$ cat src/rtl/issue_queue.sv
// issue_queue: in-order task queue between decode and the reservation stations;
// the head entry is dispatched once its destination RS reports not busy.
module issue_queue #(
    parameter int DEPTH = 8,
    parameter int NUM_RS = 4,
    parameter int TASK_W = 32,
    localparam int PW = $clog2(DEPTH),
    localparam int CW = $clog2(DEPTH + 1),
    localparam int TW = $clog2(NUM_RS + 1)
) (
    input  logic              CLK,
    input  logic              RST,
    input  logic              ENQ_VALID,
    input  logic [TASK_W-1:0] ENQ_TASK,
    input  logic [TW-1:0]     ENQ_RS,
    output logic              ENQ_READY,
    input  logic [NUM_RS-1:0] RS_BUSY,
    input  logic              FLUSH,
    output logic              DISPATCH_VALID,
    output logic [TASK_W-1:0] DISPATCH_TASK,
    output logic [TW-1:0]     dest_RS,
    output logic [CW-1:0]     COUNT,
    output logic              FULL,
    output logic              EMPTY
);
    logic [TASK_W-1:0] task_mem [DEPTH];
    logic [TW-1:0]     tag_mem  [DEPTH];
    logic [PW-1:0]     head, tail;
    logic [CW-1:0]     count;
    logic [TW-1:0]     head_tag;
    logic              head_busy, enq, deq;

    assign head_tag = tag_mem[head];

    // Only the busy bit of the head's own RS matters; an out-of-range tag reads as busy.
    always_comb begin
        head_busy = 1'b1;
        for (int i = 0; i < NUM_RS; i++)
            if (head_tag == TW'(i + 1)) head_busy = RS_BUSY[i];
    end

    assign COUNT          = count;
    assign FULL           = count == CW'(DEPTH);
    assign EMPTY          = count == '0;
    assign ENQ_READY      = !FULL;
    assign enq            = ENQ_VALID && ENQ_READY && ENQ_RS != '0 && ENQ_RS <= TW'(NUM_RS);
    assign deq            = !EMPTY && !head_busy;
    assign DISPATCH_VALID = deq;
    assign DISPATCH_TASK  = deq ? task_mem[head] : '0;
    assign dest_RS        = deq ? head_tag : '0;

    always_ff @(posedge CLK) begin
        if (enq && !FLUSH) begin
            task_mem[tail] <= ENQ_TASK;
            tag_mem[tail]  <= ENQ_RS;
        end
    end

    always_ff @(posedge CLK or posedge RST) begin
        if (RST) begin
            head  <= '0;
            tail  <= '0;
            count <= '0;
        end else if (FLUSH) begin
            head  <= '0;
            tail  <= '0;
            count <= '0;
        end else begin
            if (enq) tail <= tail + PW'(1);
            if (deq) head <= head + PW'(1);
            count <= count + CW'(enq) - CW'(deq);
        end
    end
endmodule

$ cat config.mk
export PLATFORM = sky130hd
export DESIGN_NAME = issue_queue
export DESIGN_NICKNAME = d
export VERILOG_FILES = /design/src/rtl/issue_queue.sv
export SDC_FILE = /design/constraint.sdc
export NUM_CORES = 1
export LEC_CHECK = 0
export ABC_AREA = 0
export BUFFER_PORTS_ARGS = -buffer_cell sky130_fd_sc_hd__buf_2
export CAP_MARGIN = 20
export CORE_MARGIN = 2
export CORE_UTILIZATION = 54
export CTS_CLUSTER_DIAMETER = 120
export DETAILED_ROUTE_END_ITERATION = 10
export PLACE_DENSITY = 0.88
export SLEW_MARGIN = 20
export SYNTH_ARGS = -nofsm -noshare
export SYNTH_HDL_FRONTEND = slang
export SYNTH_SLANG_ARGS = --single-unit
$ cat constraint.sdc
create_clock -name CLK -period 3.8 [get_ports CLK]
set_input_delay 0 -clock CLK [delete_from_list [all_inputs] [get_ports CLK]]
set_output_delay 0 -clock CLK [all_outputs]
set_load 0.03 [all_outputs]
# ---- After elaboration in Yosys (flattened, before gate mapping)
# Memories as Yosys holds them, arrays and structs flattened.
# Cells that the tools add are included.
# W data, S select, Z words.
dict set report totals {
  ramBits 280
  ff_bits 10
  in_bits 43
  n_memories 2
  wordCells 41
  output_inout_bits 43
}
dict set report classes {
  mux 13
  n_eq_ne 5
  addsub 4
  reduce_logical 13
  order_cmp 1
}
# memory depth width read_ports rd_ports_with_merged_regs wr line
set mem_list {}
lappend mem_list {task_mem 8 32 1 0 1 26} ;# logic [TASK_W-1:0] task_mem [DEPTH];
lappend mem_list {tag_mem 8 3 1 0 1 27} ;# logic [TW-1:0] tag_mem [DEPTH];
# op count
set op_table {}
lappend op_table {{$mux W32} 1}
lappend op_table {{$mux W3} 5}
lappend op_table {{$add A3 B1 Y3 const B} 2}
lappend op_table {{$eq A3 B2 Y1 const B} 2}
lappend op_table {{$mux W1} 6}
lappend op_table {{$logic_and A1 B1 Y1} 5}
lappend op_table {{$add A4 B1 Y4} 1}
lappend op_table {{$eq A4 B4 Y1 const B} 1}
lappend op_table {{$logic_not A1 Y1} 4}
lappend op_table {{$logic_not A4 Y1} 1}
lappend op_table {{$mux W4} 1}
lappend op_table {{$reduce_bool A2 Y1} 2}
lappend op_table {{$sub A4 B1 Y4} 1}
lappend op_table {{$eq A3 B1 Y1 const B} 1}
lappend op_table {{$eq A3 B3 Y1 const B} 1}
lappend op_table {{$le A3 B3 Y1 const B} 1}
lappend op_table {{$reduce_bool A3 Y1} 1}

# ---- Longest topological paths before layout
# An unclocked memory read counts as a cell.
dict set report depth {
  word_depth 10
  ltp_mapped 16
  ltp_nobuf 13
}

# ---- Worst setup path after synthesis
# No wires, ideal clock.
dict set report synth_path {
  kind {register to register}
  startpoint {reg count[2] (netlist: COUNT[2])}
  endpoint {mem tag_mem[0][0] (netlist name), enable pin}
  setup_ps 471
  stages_incl_launch_ff 7
  required_time_ps 3329
  arrival_ps 4149
  period_less_slack_ps 4620
  setup_slack_ps -820
  path_buffers 0
  cell_sequence {dfrtp_1 -> inv_1 -> ha_1 -> nand2_1 -> nand3_1 -> or3_1 -> nor3_1}
}
dict set report synth_between {
  elab_chain_len 8
}
# element line
set synth_rtl {}
lappend synth_rtl {{from (decl)} 29} ;# logic [CW-1:0] count;
lappend synth_rtl {{from (signal assigned)} 71} ;# count <= count + CW'(enq) - CW'(deq);
lappend synth_rtl {{$eq A4 B4 Y1} 43} ;# assign FULL = count == CW'(DEPTH);
lappend synth_rtl {{$logic_not A1 Y1} 45} ;# assign ENQ_READY = !FULL;
lappend synth_rtl {{net ENQ_READY} 16} ;# output logic ENQ_READY,
lappend synth_rtl {{$logic_and A1 B1 Y1 (3 in a row)} 46} ;# assign enq = ENQ_VALID && ENQ_READY && ENQ_RS != '0 && ENQ_RS <= TW'(NUM_RS);
lappend synth_rtl {{$logic_and A1 B1 Y1} 53} ;# if (enq && !FLUSH) begin
lappend synth_rtl {{$mux W1} 53}
lappend synth_rtl {{$mux W1 (implied by the code)} 55} ;# tag_mem[tail] <= ENQ_RS;
lappend synth_rtl {{to (decl)} 27}
# The timed path passes the listed nets, and every way through them passes these cells.

# ---- Final worst setup path
dict set report layout_path {
  startpoint {reg head[0]}
  endpoint {out DISPATCH_TASK[23]}
}
dict set report layout_between {
  elab_chain_len 9
  word_cells_on_any_way 13
  classes_between {4 x eq/ne; 5 x mux; 2 x reduce/logical; 2 x memory}
}
# element line
set layout_rtl {}
lappend layout_rtl {{from (decl)} 28} ;# logic [PW-1:0] head, tail;
lappend layout_rtl {{from (signal assigned)} 70} ;# if (deq) head <= head + PW'(1);
lappend layout_rtl {{$mem_v2 Z8 W3} -}
lappend layout_rtl {{$eq A3 B1 Y1} 39} ;# if (head_tag == TW'(i + 1)) head_busy = RS_BUSY[i];
lappend layout_rtl {{$mux W1 (4 in a row)} 39}
lappend layout_rtl {{$logic_not A1 Y1} 47} ;# assign deq = !EMPTY && !head_busy;
lappend layout_rtl {{$logic_and A1 B1 Y1} 47}
lappend layout_rtl {{$mux W32 (*)} 49} ;# assign DISPATCH_TASK = deq ? task_mem[head] : '0;
lappend layout_rtl {{to (decl)} 20} ;# output logic [TASK_W-1:0] DISPATCH_TASK,
# Every way passes the cells marked *; elsewhere a longest branch is shown, timed or not.

==> impl_metrics.csv <==
group,metric,value,unit
floorplanning,start_util,54.9,%
logic_synthesis,synth-adder-area-share,1.04,%
grt,grt_max_degree,35,
logic_synthesis,synthMuxAreaShare,17.1,%
drt,ant_nets,0,
pwr,power.net_switching,2.15,mW
setup_path,crit_path_start_kind,"flop",
floorplanning,ioPinCount,86,
pwr,max-vdd-ir-drop,0.352,mV
clock_tree,clock_latency,0.53,ns
clock_tree,clkTransAtPathRegs,0.06,ns
clock_tree,clk_path_buf_depth,3,
finish,fill_cells,1334,
finish,drive_above_1_share,35.5,%
drt,route.vias.total,5603,
logic_synthesis,ys_types,35,
floorplanning,num_rows,53,
finish,area_growth,18.9,%
grt,globalRouteOverflowTotal,0,
worst_hold_path,hold_path_class,"in -> async",
clock_tree,cts_tree,"done",
clock_tree,cts_made_buffers,28,
logic_synthesis,synth-xor-area-share,0.380,%
sta,finalSetupViolations,0,
drt,remaining_drc_errors,0,
floorplanning,dieArea,22500,sq um
sta,timing.fmax,279,MHz
setup_path,r2r_slack,0.44,ns
finish,nets,733,
sta,fin_setup_tns,0,ns
placed_design,gp_congestion,0.759,
logic_synthesis,syn_area,11500,sq um
drt,drt-initial-drc-count,632,
setup_path,reg2reg_depth,12,
pwr,p_int,5.90,mW
setup_path,criticalPathCategory,"reg -> out",
sta,drv_slew,0,
setup_path,setup.worst_path.start,"head[0]",
grt,grt_pass1_vias,6131,
pwr,p_comb_share,21.4,%
sta,worst_pin_slew,0.816,ns
setup_path,path_common_cell,"buf_4",
setup_path,r2r_start,"head[0]",
clock_tree,cts.sinks,290,
drt,dr.pass1.iters,4,
pwr,swShare,26.7,%
sta,rsz0062_at_grt,"false",
sta,timing.hold.ws,0.0147,ns
placed_design,dp_hpwl,13100,microns
sta,fin_skew,0.0102,ns
setup_path,critical_path_arrival,3.58,ns
setup_path,slowest_stage,"buf_4",
setup_path,r2r-end,"COUNT[1]",
run,drv_cap,0,
logic_synthesis,synth_flop_cell,"edfxtp_1",
sta,finalCriticalPeriod,3.58,ns
drt,wl_per_cell,22.8,microns
setup_path,path_cells,"buf_4, mux2_1, a2bb2oi_1, and2_1, a41oi_1, a21o_4, buf_4, nor2_1, buf_2",
setup_path,path_max_fanout,34,
grt,antenna_found_initial,0,
floorplanning,coreArea,21000,sq um
logic_synthesis,synthSimpleGateAreaFrac,4.06,%
setup_path,cp-endpoint,"DISPATCH_TASK[23]",
grt,grt_first_pass_wirelength,34800,microns
drt,via_per_inst,5.73,
clock_tree,cts_setup_buffers,0,
logic_synthesis,ys_ff_latch,290,
logic_synthesis,async_flop_share,3.45,%
logic_synthesis,syn_inst,536,
logic_synthesis,syn_nets,588,
clock_tree,root_buffer,"clkbuf_16",
setup_path,required,3.80,ns
logic_synthesis,synth_edf_count,280,
logic_synthesis,synth_top_family_by_area,"multiplexers",
pwr,p_leak,4.48,nW
logic_synthesis,ys_warn_count,0,
logic_synthesis,ys_seq_area_share,75.1,%
grt,grt_use_total,20.7,%
finish,num_antenna_cells,0,
pwr,clockPowerShare,33.6,%
logic_synthesis,synth_compound_area_share,0.662,%
drt,finalWirelength,22200,microns
logic_synthesis,synth.avg_cell_area,21.5,sq um
sta,slew_headroom,45.6,%
floorplanning,die_x,150,microns
run_status,status,"finished, final reports clean",
clock_tree,cts_resized,0,
placed_design,portBuffers,85,
pwr,p_seq_share,44.9,%
sta,finalCritPeriodShare,94.2,%
clock_tree,htree_levels,1,
floorplanning,die_h,150,microns
pwr,p_per_area,587,nW/um^2
setup_path,crit_path_end_kind,"output pin",
sta,hold_viol_final,0,
setup_path,slowest_delay,0.64,ns
-- worst max-delay path, delay by kind of cell (launching register included) --
family | cells | cell delay [ns]
compound gates | 3 | 0.65
simple gates | 2 | 0.35
buf+inv | 3 | 1.17
flops | 1 | 0.48
mux | 1 | 0.36
-- power by group through the flow --
stage	clock, mW	sequential (mW)	combinational [mW]
6_report	2.71	3.62	1.73
5_1_grt	2.88	3.62	1.87
4_1_cts	2.73	3.62	1.76
3_5_place_dp	0	3.68	1.71
3_3_place_gp	0	3.68	1.66
2_1_floorplan	0	3.69	1.34
-- state kept, by name, indices dropped and copies added, names as in the netlist --
signal	cells
task_mem	256
tail	3
head	3
COUNT	4
tag_mem	24
-- stage by stage --
stage	utilization (%)	worst slack (ns)	instance area [sq um]	power (mW)	cells
after floorplan	-	0.118	11500	5.03	536
final	65.2	0.221	13700	8.05	977
after detailed placement	59.1	0.449	12400	5.40	889
after CTS	65.2	0.155	13700	8.11	977
after global placement	59.1	0.573	12400	5.34	889
after global routing	65.2	0.00858	13700	8.37	977
-- cell families (layout without fill, tap and decap cells) --
kind of cell | count (synthesis) | in the layout
AOI/OAI and AO/OA | 9 | 9
xor gates and xnor gates | 5 | 5
adders and majority gates | 9 | 9
buffers and inverters | 38 | 204
DFF | 290 | 290
muxes | 111 | 111
and+or+nand+nor | 74 | 74
-- worst min-delay path by stage --
stage                           to
final                     COUNT[0]
after floorplan           COUNT[0]
after CTS                  head[1]
after global placement    COUNT[0]
after detailed placement  COUNT[2]
after global routing      COUNT[3]
-- routing by layer --
layer	part of all wire [%]	global-route usage, %	vias to the layer above
met5	0	0	-
met4	2.0	5.94	0
met3	6.5	3.30	34
met2	51	35.5	227
met1	40	27.8	2878
li1	-	-	2464
-- cell usage in the layout, fill, tap and decap left out, types with 4 or more instances in the layout --
cell,synthesis,routed
nor2_1,32,26
clkinv_1,0,4
ha_1,8,8
clkbuf_16,0,29
nor2b_1,6,6
xnor2_1,4,4
buf_12,0,4
dlygate4sd3_1,0,37
clkinv_2,0,5
buf_2,4,85
edfxtp_1,280,280
nand2_1,4,4
dfrtp_1,10,7
nand2b_1,4,4
nor2_4,20,26
buf_4,0,15
clkbuf_1,14,6
inv_1,11,11
mux4_2,68,68
mux2i_1,38,38
-- synth_stat cells, drive strengths merged (2+ instances only) --
| cell | number | area (sq um) |
|---|---|---|
| nor2b | 6 | 37.5 |
| mux2 | 4 | 45.0 |
| nand3 | 2 | 10.0 |
| edfxtp | 280 | 8410 |
| nor3 | 2 | 10.0 |
| xnor2 | 4 | 35.0 |
| ha | 8 | 100 |
| nor2 | 52 | 345 |
| a21o | 2 | 15.0 |
| mux2i | 39 | 394 |
| nand2 | 4 | 15.0 |
| and2 | 3 | 18.8 |
| clkbuf | 14 | 52.6 |
| buf | 12 | 95.1 |
| inv | 12 | 47.6 |
| dfrtp | 10 | 250 |
| mux4 | 68 | 1530 |
| nand2b | 4 | 25.0 |
-- area by class of cell --
| type | instances | area, sq um | share of cell area [%] |
|---|---|---|---|
| repair buffers | 141 | 988 | 7.21 |
| flip-flops and latches | 290 | 8670 | 63.2 |
| inverters | 12 | 47.5 | 0.347 |
| well taps | 275 | 344 | 2.51 |
| clock buffers | 38 | 790 | 5.76 |
| clock inverters | 13 | 124 | 0.903 |
| multi-input cells | 208 | 2750 | 20.1 |
-- timing repair --
action	CTS	global route
hold buffers	37	0
setup endpoints to repair	0	0
endpoints found under the hold margin	300	0
Note: power is estimated with default switching activity, not from simulation.
